==> src/rtl/score_pkg.sv <==
// score_pkg: shared types and helpers for the score controller.
//   game_state_t : 2-bit game FSM encoding (IDLE=0, RUN=1, PAUSE=2, OVER=3)
//   bcd_t        : one BCD digit
//   bcd4_t       : four BCD digits, index 0 = ones
//   BCD_MAX      : largest legal BCD digit value
//   BCD4_ZERO    : all-zero four-digit value
//   bcd4_gt()    : numeric "a > b" on two four-digit BCD values
package score_pkg;

  typedef enum logic [1:0] {
    IDLE  = 2'd0,
    RUN   = 2'd1,
    PAUSE = 2'd2,
    OVER  = 2'd3
  } game_state_t;

  typedef logic [3:0] bcd_t;
  typedef bcd_t bcd4_t [4];

  localparam bcd_t  BCD_MAX   = 4'd9;
  localparam bcd4_t BCD4_ZERO = '{4'd0, 4'd0, 4'd0, 4'd0};

  // Scan from the most significant digit; the first differing digit decides.
  function automatic logic bcd4_gt(input bcd4_t a, input bcd4_t b);
    logic gt;
    logic decided;
    gt      = 1'b0;
    decided = 1'b0;
    for (int i = 3; i >= 0; i--) begin
      if (!decided && (a[i] != b[i])) begin
        gt      = (a[i] > b[i]);
        decided = 1'b1;
      end
    end
    return gt;
  endfunction

endpackage

==> src/rtl/bcd_add_sat4.sv <==
// bcd_add_sat4: combinational four-digit BCD adder with saturation.
//   a   in  bcd4_t     augend, four BCD digits (index 0 = ones)
//   add in  7 bits     binary addend, 0..100
//   sum out bcd4_t     a + add, clamped to 9999
module bcd_add_sat4
  import score_pkg::*;
(
  input  bcd4_t      a,
  input  logic [6:0] add,
  output bcd4_t      sum
);

  bcd4_t      add_bcd;
  bcd4_t      raw_sum;
  logic [4:0] digit_sum;
  logic       carry;

  always_comb begin
    // The addend never exceeds 100, so it spans at most three digits.
    add_bcd[0] = 4'(add % 7'd10);
    add_bcd[1] = 4'((add / 7'd10) % 7'd10);
    add_bcd[2] = 4'(add / 7'd100);
    add_bcd[3] = 4'd0;

    carry     = 1'b0;
    digit_sum = 5'd0;
    raw_sum   = BCD4_ZERO;
    for (int i = 0; i < 4; i++) begin
      digit_sum = {1'b0, a[i]} + {1'b0, add_bcd[i]} + {4'd0, carry};
      if (digit_sum > 5'd9) begin
        raw_sum[i] = 4'(digit_sum - 5'd10);
        carry      = 1'b1;
      end else begin
        raw_sum[i] = digit_sum[3:0];
        carry      = 1'b0;
      end
    end

    // A carry out of the thousands digit means the true sum passed 9999.
    for (int i = 0; i < 4; i++) begin
      sum[i] = carry ? BCD_MAX : raw_sum[i];
    end
  end

endmodule

==> src/rtl/score_controller.sv <==
// score_controller: game-level sequencer for the score datapath.
//   Clk         in   1  system clock
//   Reset       in   1  synchronous reset, active low
//   start       in   1  start/restart request (rising edge)
//   pause       in   1  pause toggle (rising edge)
//   hit         in   1  player collision (rising edge)
//   bonus       in   1  bonus pickup (rising edge)
//   score0..3   out  4  current score BCD digits, score0 = ones
//   hi0..3      out  4  high-score BCD digits
//   game_state  out  2  IDLE=0, RUN=1, PAUSE=2, OVER=3
//   running     out  1  high while game_state is RUN
module score_controller
  import score_pkg::*;
#(
  parameter int TICK_DIV  = 25_000_000,
  parameter int BONUS_PTS = 10
) (
  input  logic       Clk,
  input  logic       Reset,
  input  logic       start,
  input  logic       pause,
  input  logic       hit,
  input  logic       bonus,
  output logic [3:0] score0,
  output logic [3:0] score1,
  output logic [3:0] score2,
  output logic [3:0] score3,
  output logic [3:0] hi0,
  output logic [3:0] hi1,
  output logic [3:0] hi2,
  output logic [3:0] hi3,
  output logic [1:0] game_state,
  output logic       running
);

  localparam int CNT_W = (TICK_DIV > 1) ? $clog2(TICK_DIV) : 1;

  game_state_t      state_q, state_d;
  logic [CNT_W-1:0] cnt_q, cnt_d;
  bcd4_t            score_q, score_d;
  bcd4_t            hi_q, hi_d;

  // Input history for edge detection: {start, pause, hit, bonus}.
  logic [3:0] hist_q, hist_d;
  logic [3:0] evt;
  logic       evt_start, evt_pause, evt_hit, evt_bonus;

  logic       tick;
  logic [6:0] add_bin;
  bcd4_t      score_sum;

  assign hist_d    = {start, pause, hit, bonus};
  assign evt       = hist_d & ~hist_q;
  assign evt_start = evt[3];
  assign evt_pause = evt[2];
  assign evt_hit   = evt[1];
  assign evt_bonus = evt[0];

  // The prescaler is only nonzero-running in RUN, so tick is only
  // acted on from the RUN branch below.
  assign tick    = (cnt_q == CNT_W'(TICK_DIV - 1));
  assign add_bin = {6'd0, tick} + (evt_bonus ? 7'(BONUS_PTS) : 7'd0);

  bcd_add_sat4 u_add (
    .a   (score_q),
    .add (add_bin),
    .sum (score_sum)
  );

  always_comb begin
    state_d = state_q;
    cnt_d   = cnt_q;
    score_d = score_q;
    hi_d    = hi_q;

    unique case (state_q)
      IDLE: begin
        cnt_d = '0;
        if (evt_start) begin
          state_d = RUN;
          score_d = BCD4_ZERO;
        end
      end

      RUN: begin
        if (evt_hit) begin
          // A collision freezes the score: this cycle's tick/bonus is dropped.
          state_d = OVER;
          cnt_d   = '0;
          if (bcd4_gt(score_q, hi_q)) begin
            hi_d = score_q;
          end
        end else begin
          cnt_d   = tick ? '0 : cnt_q + CNT_W'(1);
          score_d = score_sum;
          if (evt_pause) begin
            state_d = PAUSE;
          end
        end
      end

      PAUSE: begin
        // Prescaler holds so the interrupted tick period resumes where it left off.
        if (evt_pause) begin
          state_d = RUN;
        end
      end

      OVER: begin
        cnt_d = '0;
        if (evt_start) begin
          state_d = RUN;
          score_d = BCD4_ZERO;
        end
      end

      default: begin
        state_d = IDLE;
      end
    endcase
  end

  always_ff @(posedge Clk) begin
    if (!Reset) begin
      state_q <= IDLE;
      cnt_q   <= '0;
      score_q <= BCD4_ZERO;
      hi_q    <= BCD4_ZERO;
      hist_q  <= '0;
    end else begin
      state_q <= state_d;
      cnt_q   <= cnt_d;
      score_q <= score_d;
      hi_q    <= hi_d;
      hist_q  <= hist_d;
    end
  end

  assign score0     = score_q[0];
  assign score1     = score_q[1];
  assign score2     = score_q[2];
  assign score3     = score_q[3];
  assign hi0        = hi_q[0];
  assign hi1        = hi_q[1];
  assign hi2        = hi_q[2];
  assign hi3        = hi_q[3];
  assign game_state = state_q;
  assign running    = (state_q == RUN);

endmodule

==> config.mk <==
export PLATFORM = sky130hd
export DESIGN_NAME = score_controller
export DESIGN_NICKNAME = d
export VERILOG_FILES = /design/src/rtl/score_pkg.sv /design/src/rtl/bcd_add_sat4.sv /design/src/rtl/score_controller.sv
export SDC_FILE = /design/constraint.sdc
export NUM_CORES = 1
export LEC_CHECK = 0
export ABC_AREA = 1
export CAP_MARGIN = 30
export CORE_UTILIZATION = 35
export CTS_CLUSTER_DIAMETER = 50
export DETAILED_ROUTE_END_ITERATION = 12
export GPL_ROUTABILITY_DRIVEN = 0
export HOLD_SLACK_MARGIN = 0.12
export PLACE_DENSITY = 0.6
export SYNTH_ARGS = -nofsm -noshare
export SYNTH_HDL_FRONTEND = slang
export SYNTH_SLANG_ARGS = --single-unit
export TNS_END_PERCENT = 1
==> constraint.sdc <==
create_clock -name Clk -period 9.2 [get_ports Clk]
set_clock_uncertainty 0.05 [all_clocks]
set_input_delay 1.84 -clock Clk [delete_from_list [all_inputs] [get_ports Clk]]
set_output_delay 1.84 -clock Clk [all_outputs]
set_load 0.01 [all_outputs]
==> out/metrics.cfg, run 1 <==
[run_status]
status=complete, but fails checks
violations=design-rule violations

[routing]
drtAntennaViolNets=0
drc_errors=6
top_layer_used=met4
wl_met2_um=4350
drt_iter0_markers=232
avgRoutedWirePerCell_um=12.1
routed-wl-met3_um=332
via_per_inst=4.80
drt-total-wl_um=9800
drt_pass1_iterations=9
wl_met1_um=4910
dr_total_vias=3873

[timing]
rsz0062_at_grt=no
setup_viol=0
slew_violations=0
max_slew_margin_pct=29.5
hold_viol=0
fin_tns_setup_ns=0
max_freq_mhz=131
fin_crit_sh_pct=83.2
worst_pin_slew_ns=1.06
period_needed_ns=7.65

[setup_path]
cpMaxStageDelayCell=fa_1
r2r_end=score1[1]
end_kind=flop
required_ns=9.41
cpPeakStageDelay_ns=0.57
reg2reg_from=cnt_q[22]
reg2regPathDepth=40
worstSetupPathType=in2reg
cp.buffers_inverters=9
r2r_slack_ns=2.85
crit_arrival_ns=7.86
worst-path-max-fanout=7
path_delay_family=adder cells
cp_common_cell=nand2_1
startpoint_type=input port

[cells_and_area]
final_cell_mix=159 x nand2_1, 88 x inv_1, 68 x a21oi_1, 63 x dfxtp_1, 55 x nand3_1
drive_above_1_share_pct=6.48
design_area_sq_um=4960
num_antenna_cells=0
nFillCells=1179
fin_nets=700
syn2layout_area_growth_pct=18.8
final_common_cell=nand2_1

[grt]
grt_max_degree=34
antenna_found_initial=0
grt_usage_pct=16.9
grt-ovfl-total=0
grt_pass1_wl_um=17100
grt_pass1_vias=3766

[clocking]
clk_path_buf_depth=2
cts_tree=yes
post_cts_resized=0
clkSinkCount=63
numCtsBuffers=9
insertion_delay_ns=0.33
root_buffer=clkbuf_16
holdBufCountCts=0
cts_setup_buffers=0
path_clk_slew_ns=0.05
cts.htree.levels=3

[yosys]
synth_warnings=0
synth_edf_count=0
synth_fp_nets=666
synth_cells=625
async_flop_share_pct=0
synth-seq-cells=63
synthesis.area_sq_um=4180
avgSynthCellArea_sq_um=6.68
ys_types=36
yosysSeqAreaShare_pct=30.2
synthFlopType=dfxtp_1

[place]
placed_area_sq_um=4670
portBuffers=40
dpl.hpwl_um=7130

[hold_path]
hold_start=cnt_q[4]
worstHoldEndpoint=cnt_q[4]
hp-class=reg2reg
holdPathStages=2

[pwr]
p_leak_nw=2.04
peakVddDrop_uv=236
power_density_nw_per_um2=236

[die]
die_x_um=111
initial_utilization_pct=36.3
core_sq_um=11500
pin_count=41
rows=39
die-area_sq_um=12400
chipHeight_um=111

[job]
drv_cap=0

-- cells in the mapped netlist, drive strengths merged, types with 2 or more instances --
cell type    n  area share [%]
fa           2            0.96
nor3         9             1.7
a21oi       68             8.2
xor2         9             1.9
o21bai       2            0.36
dfxtp       63              30
buf          7             1.1
o21a         2            0.36
nand4        7             1.0
clkbuf      12             1.3
o21ai       16             2.2
nor2        63             6.5
nand2      165              15
nor4         3            0.45
inv         91             8.2
ha          33             9.9
nand3b       3            0.54
xnor2        8             1.7
nand3       56             6.8
-- flip-flops by register name (all words and copies together) (netlist names) --
signal,count
game_state,2
cnt_q,25
hi3,4
score3,4
hi1,4
hist_q,4
score2,4
hi0,4
hi2,4
score1,4
score0,4
-- per-layer routing --
layer,vias up,track usage (%)
met5,-,0
met4,0,6.22
met3,15,3.34
met2,58,28.5
met1,1735,21.2
li1,2065,-
-- worst reg2reg max path: cells and delay by family, from the launching register on --
family	cells	cell delay, ns
and+or+nand+nor	19	2.36
adders and majority gates	9	2.05
xor gates and xnor gates	3	0.62
buffers and inverters	7	0.56
DFF	1	0.37
AOI/OAI and AO/OA	2	0.26
-- stage by stage --
stage                     utilization [%]  setup WS [ns]  power, mW  hold slack (ns)  cells
after floorplan                         -           2.45      0.723            0.408    625
after global placement               40.5           1.60      0.829            0.425    791
after detailed placement             40.5           1.25      0.839            0.430    791
after CTS                            43.1           1.56       1.18            0.437    807
after global routing                 43.1          0.835       1.54            0.462    807
final                                43.1           1.55       1.17            0.441    807
-- cell families after synthesis --
logic type	synth area share, %
AO/OA/AOI/OAI	12.1
adder cells (fa/ha/maj)	10.8
flip-flops	30.2
buffers and inverters	10.8
XOR/XNOR	3.57
AND/OR/NAND/NOR	32.5
-- worst max path at each step --
stage	to	cells after the start	slack (ns)	start
6_report	score1[1]	37	1.55	bonus
5_1_grt	score1[1]	37	0.83	bonus
4_1_cts	score1[1]	37	1.56	bonus
3_5_place_dp	score1[1]	37	1.25	bonus
3_3_place_gp	score1[1]	37	1.60	bonus
2_1_floorplan	score0[1]	36	2.45	bonus
-- power by group --
group	internal, mW	total [mW]	leakage [nW]	switching, mW
clock	0.217	0.340	0.140	0.123
sequential	0.302	0.327	0.510	0.0251
combinational	0.163	0.504	1.39	0.341
total	0.683	1.17	2.04	0.489
-- cell type report --
cell class,instances,area [sq um],share of cell area (%)
clock buffer,13,250,5.04
clock inverter,3,42.5,0.858
inverter,91,342,6.89
multi-input combinational,451,2460,49.7
sequential,63,1260,25.4
tap,143,179,3.61
timing repair buffer,43,423,8.52
(Power assumes the default switching activity.)
==> run 2: changes to the inputs <==
==> constraint.sdc (replaced) <==
create_clock -name Clk -period 7.34 [get_ports Clk]
set_clock_uncertainty 0.05 [all_clocks]
set_input_delay 1.468 -clock Clk [delete_from_list [all_inputs] [get_ports Clk]]
set_output_delay 1.468 -clock Clk [all_outputs]
set_load 0.01 [all_outputs]
==> run 2 against run 1 <==
Effect of this change: the run still ends with design-rule violations left; wire length up 1.0%; die area unchanged; clock power grew 37%; final area increased by 2.9%; global-route usage about the same; critical endpoint is now score2[2]; highest routed layer unchanged.
==> out/metrics.cfg, run 2 (synthesis results as in run 1) <==
[timing]
setup_viol=0
hold_viol=0
period_needed_ns=6.88
worst_pin_slew_ns=0.573
fin_crit_sh_pct=93.7
max_freq_mhz=145
slew_violations=0
fin_hold_ws_ns=0.434
max_slew_margin_pct=61.7
layout_setup_ws_ns=0.462

[cells_and_area]
regMostFlops=cnt_q
drive_above_1_share_pct=9.43
largest_register_ffs=25
final_cell_mix=157 x nand2_1, 85 x inv_1, 67 x a21oi_1, 63 x dfxtp_1, 55 x nand3_1
final_cells=811
postLayoutCoreUtil_pct=44.3
final_common_cell=nand2_1
syn2layout_area_growth_pct=22.2
nFillCells=1167
num_antenna_cells=0
fin_nets=704

[hold_path]
hp-class=reg2reg

[die]
initial_utilization_pct=36.3
rows=39
die_x_um=111
die-area_sq_um=12400
core_sq_um=11500
pin_count=41
chipHeight_um=111

[clocking]
insertion_delay_ns=0.33
path_clk_slew_ns=0.05
cts_tree=yes
cts.htree.levels=3
numCtsBuffers=9
clk_path_buf_depth=2
root_buffer=clkbuf_16
clkSinkCount=63
holdBufCountCts=0

[run_status]
violations=design-rule violations
status=complete, but fails checks

[grt]
grt_pass1_wl_um=17000
grt_pass1_vias=3624
grt-ovfl-total=0
grt_max_degree=34
antenna_found_initial=0
grt_usage_pct=16.9

[setup_path]
worstSetupPathType=in2reg
path_delay_family=adder cells
startpoint_type=input port
crit_arrival_ns=7.08
cp.buffers_inverters=9
required_ns=7.54
end_kind=flop
cpMaxStageDelayCell=fa_1
worst-path-max-fanout=7
cpPeakStageDelay_ns=0.53

[job]
drv_cap=0

[place]
portBuffers=40
dpl.cell_count=792
dpl.hpwl_um=7130
pre_cts_slack_ns=-0.120

[routing]
drt_pass1_iterations=8
drc_errors=6
dr_total_vias=3920
drt-total-wl_um=9900
drtAntennaViolNets=0
via_per_inst=4.83
avgRoutedWirePerCell_um=12.2
drt_iter0_markers=203

[pwr]
peakVddDrop_uv=384
p_leak_nw=2.07
finalPower_mw=1.63
power_density_nw_per_um2=319

## run 2: changes by cell type in the layout (fill, tap and decap cells not counted), sizes merged
cell | before | now
clkinvlp | 1 | 0
buf | 3 | 7
bufinv | 1 | 2
## run 2: what timing repair did
item                                    CTS  global route
gates resized for setup                   0            16
buffers inserted                          0             1
endpoints found under the hold margin     0             0
endpoints found under the setup margin    0            15
## run 2: tightest hold or removal path, stage by stage (launching register included)
cell and delay [ns]:
dfxtp_1 0.32, nand2_1 0.06, a21oi_1 0.05
## run 2: cell type report
type,count,area [sq um],area share [%]
multi-input combinational,451,2520,49.4
sequential,63,1260,24.7
inverter,91,342,6.69
clock buffer,13,260,5.10
clock inverter,3,65.1,1.27
timing repair buffer,47,477,9.34
tap,143,179,3.51
## run 2: power by group
| group | switching (mW) | internal, mW |
|---|---|---|
| sequential | 0.0314 | 0.379 |
| combinational | 0.458 | 0.296 |
| clock | 0.151 | 0.315 |
| total | 0.640 | 0.990 |
## run 2: metrics by stage
stage                     setup TNS [ns]  area [sq um]
after floorplan                        0          4180
after global routing             -0.0221          5100
after detailed placement          -0.548          4680
final                                  0          5100
after global placement                 0          4680
after CTS                              0          5000
## run 2: final timing paths
check            start   endpoint  slack (ns)  cells after the start
max reg2reg  cnt_q[22]  score2[2]        1.29                     40
max              bonus  score2[2]        0.46                     37
min reg2reg   cnt_q[1]   cnt_q[1]        0.43                      2
min           cnt_q[1]   cnt_q[1]        0.43                      2
## run 2: routing by layer
| metal | GRT usage, % | routed length [um] | vias to the layer above |
|---|---|---|---|
| met1 | 21.9 | 4810 | 1765 |
| li1 | - | - | 2078 |
| met4 | 5.05 | 101 | 0 |
| met5 | 0 | 0 | - |
| met3 | 4.16 | 381 | 9 |
| met2 | 27.6 | 4610 | 68 |
==> run 3: changes to the inputs <==
--- a/config.mk
+++ b/config.mk
@@ -7,12 +7,12 @@
 export LEC_CHECK = 0
 export ABC_AREA = 1
 export CAP_MARGIN = 30
+export CORE_ASPECT_RATIO = 0.75
 export CORE_UTILIZATION = 35
 export CTS_CLUSTER_DIAMETER = 50
 export DETAILED_ROUTE_END_ITERATION = 12
 export GPL_ROUTABILITY_DRIVEN = 0
 export HOLD_SLACK_MARGIN = 0.12
-export PLACE_DENSITY = 0.6
 export SYNTH_ARGS = -nofsm -noshare
 export SYNTH_HDL_FRONTEND = slang
 export SYNTH_SLANG_ARGS = --single-unit
==> run 3 against run 2 <==
Effect of this change: clock-buffer cell count unchanged; the run now ends clean; final cell count is 2.5% higher; clock power hardly changed; total power up 7.6%; wire length grew 3.1%; global-route usage up 0.52 points; sequential cell count stayed put; combinational power rose by 13%; register-to-register slack better by 0.10 ns; largest power group unchanged; die area hardly changed; setup slack worse by 0.028 ns; sequential power increased by 6.3%.
==> out/metrics.cfg, run 3 (synthesis results as in run 1) <==
[cells_and_area]
final_common_cell=nand2_1
largest_register_ffs=25
syn2layout_area_growth_pct=22.7
num_antenna_cells=0
postLayoutCoreUtil_pct=44.1
final_cell_mix=155 x nand2_1, 87 x inv_1, 68 x a21oi_1, 63 x dfxtp_1, 55 x nand3_1
nFillCells=1189
regMostFlops=cnt_q
fin_nets=705
drive_above_1_share_pct=9.42
design_area_sq_um=5120

[pwr]
p_sw_share_pct=43.3
finalPower_mw=1.75
p_leak_nw=2.07
pwr-share-comb_pct=48.4
seqPwrFrac_pct=24.9
internal_power_uw=995
power_density_nw_per_um2=342
total_switching_power_uw=759
p_clk_share_pct=26.7
peakVddDrop_uv=375

[place]
placed_area_sq_um=4700
portBuffers=40
pre_cts_slack_ns=-0.209
dpl.hpwl_um=7350

[die]
die-area_sq_um=12400
chipHeight_um=96.6
core_sq_um=11600
rows=34
initial_utilization_pct=36.0
pin_count=41
die_x_um=128

[clocking]
insertion_delay_ns=0.33
cts_tree=yes
clk_path_buf_depth=2
path_clk_slew_ns=0.05
root_buffer=clkbuf_16
cts.htree.levels=3
numCtsBuffers=9
holdBufCountCts=0
clkSinkCount=63

[setup_path]
cp_common_cell=inv_1
worst-path-max-fanout=7
worstSetupPathType=in2reg
crit_arrival_ns=7.11
required_ns=7.55
cpPeakStageDelay_ns=0.51
startpoint_type=input port
end_kind=flop
cpMaxStageDelayCell=fa_1

[grt]
grt_pass1_wl_um=17100
grt_usage_pct=17.4
grt_max_degree=34
grt_pass1_vias=3598
antenna_found_initial=0
grt-ovfl-total=0

[timing]
setup_viol=0
period_needed_ns=6.91
fin_hold_ws_ns=0.432
max_slew_margin_pct=30.3
max_freq_mhz=145
worst_pin_slew_ns=1.04
slew_violations=0
fin_crit_sh_pct=94.1
layout_setup_ws_ns=0.434
hold_viol=0

[routing]
drt_pass1_iterations=4
drt_iter0_markers=263
dr_total_vias=3990
drtAntennaViolNets=0
drt-total-wl_um=10200
via_per_inst=4.80
drc_errors=0
avgRoutedWirePerCell_um=12.3

[run_status]
status=finished, final reports clean

[hold_path]
hp-class=reg2reg

[job]
drv_cap=0

## run 3: final timing paths
check                                from        end  slack [ns]  depth (start not counted)
worst max-delay path                bonus  score0[1]        0.43                         38
worst min-delay path             cnt_q[4]   cnt_q[4]        0.43                          2
worst max register to register  cnt_q[22]  score0[1]        1.39                         41
worst min register to register   cnt_q[4]   cnt_q[4]        0.43                          2
## run 3: stage by stage
step / cells / TNS [ns]
global placement: 811 / 0
detailed placement: 811 / -1.38
floorplan: 625 / 0
global route: 831 / -0.239
CTS: 827 / 0
finish: 831 / 0
## run 3: cell type report
| class | instances | area (sq um) | share of cell area [%] |
|---|---|---|---|
| Inverter | 91 | 342 | 6.67 |
| Tap cell | 162 | 203 | 3.96 |
| Timing Repair Buffer | 48 | 480 | 9.38 |
| Clock inverter | 3 | 65.1 | 1.27 |
| Multi-Input combinational cell | 451 | 2510 | 49.0 |
| Clock buffer | 13 | 260 | 5.08 |
| Sequential cell | 63 | 1260 | 24.6 |
## run 3: power groups by stage
stage          combinational [mW]  sequential, mW  clock, mW
2_1_floorplan               0.481           0.426          0
3_3_place_gp                0.832           0.442          0
3_5_place_dp                0.830           0.443          0
4_1_cts                     0.838           0.437      0.480
5_1_grt                     0.921           0.439      0.493
6_report                    0.849           0.436      0.469
## run 3: critical path: cells and delay by family
family                     cells  cell delay (ns)
adders and majority gates      9             2.38
buffers and inverters         11             1.27
and+or+nand+nor               13             1.26
AOI/OAI and AO/OA              4             0.52
xor gates and xnor gates       1             0.21
## run 3: per-layer routing
layer / up-vias / share of wire, % / wire [um] / track usage [%]
met1: 1836 / 53 / 5370 / 24.8
li1: 2073 / - / - / -
met3: 8 / 4.2 / 424 / 3.36
met2: 73 / 42 / 4310 / 26.1
met4: 0 / 0.99 / 101 / 6.08
met5: - / 0 / 0 / 0
## run 3: timing repair
item                                    in CTS  in global routing
setup buffers                                0                  3
gates resized for setup                      0                 14
endpoints found under the setup margin       0                 15
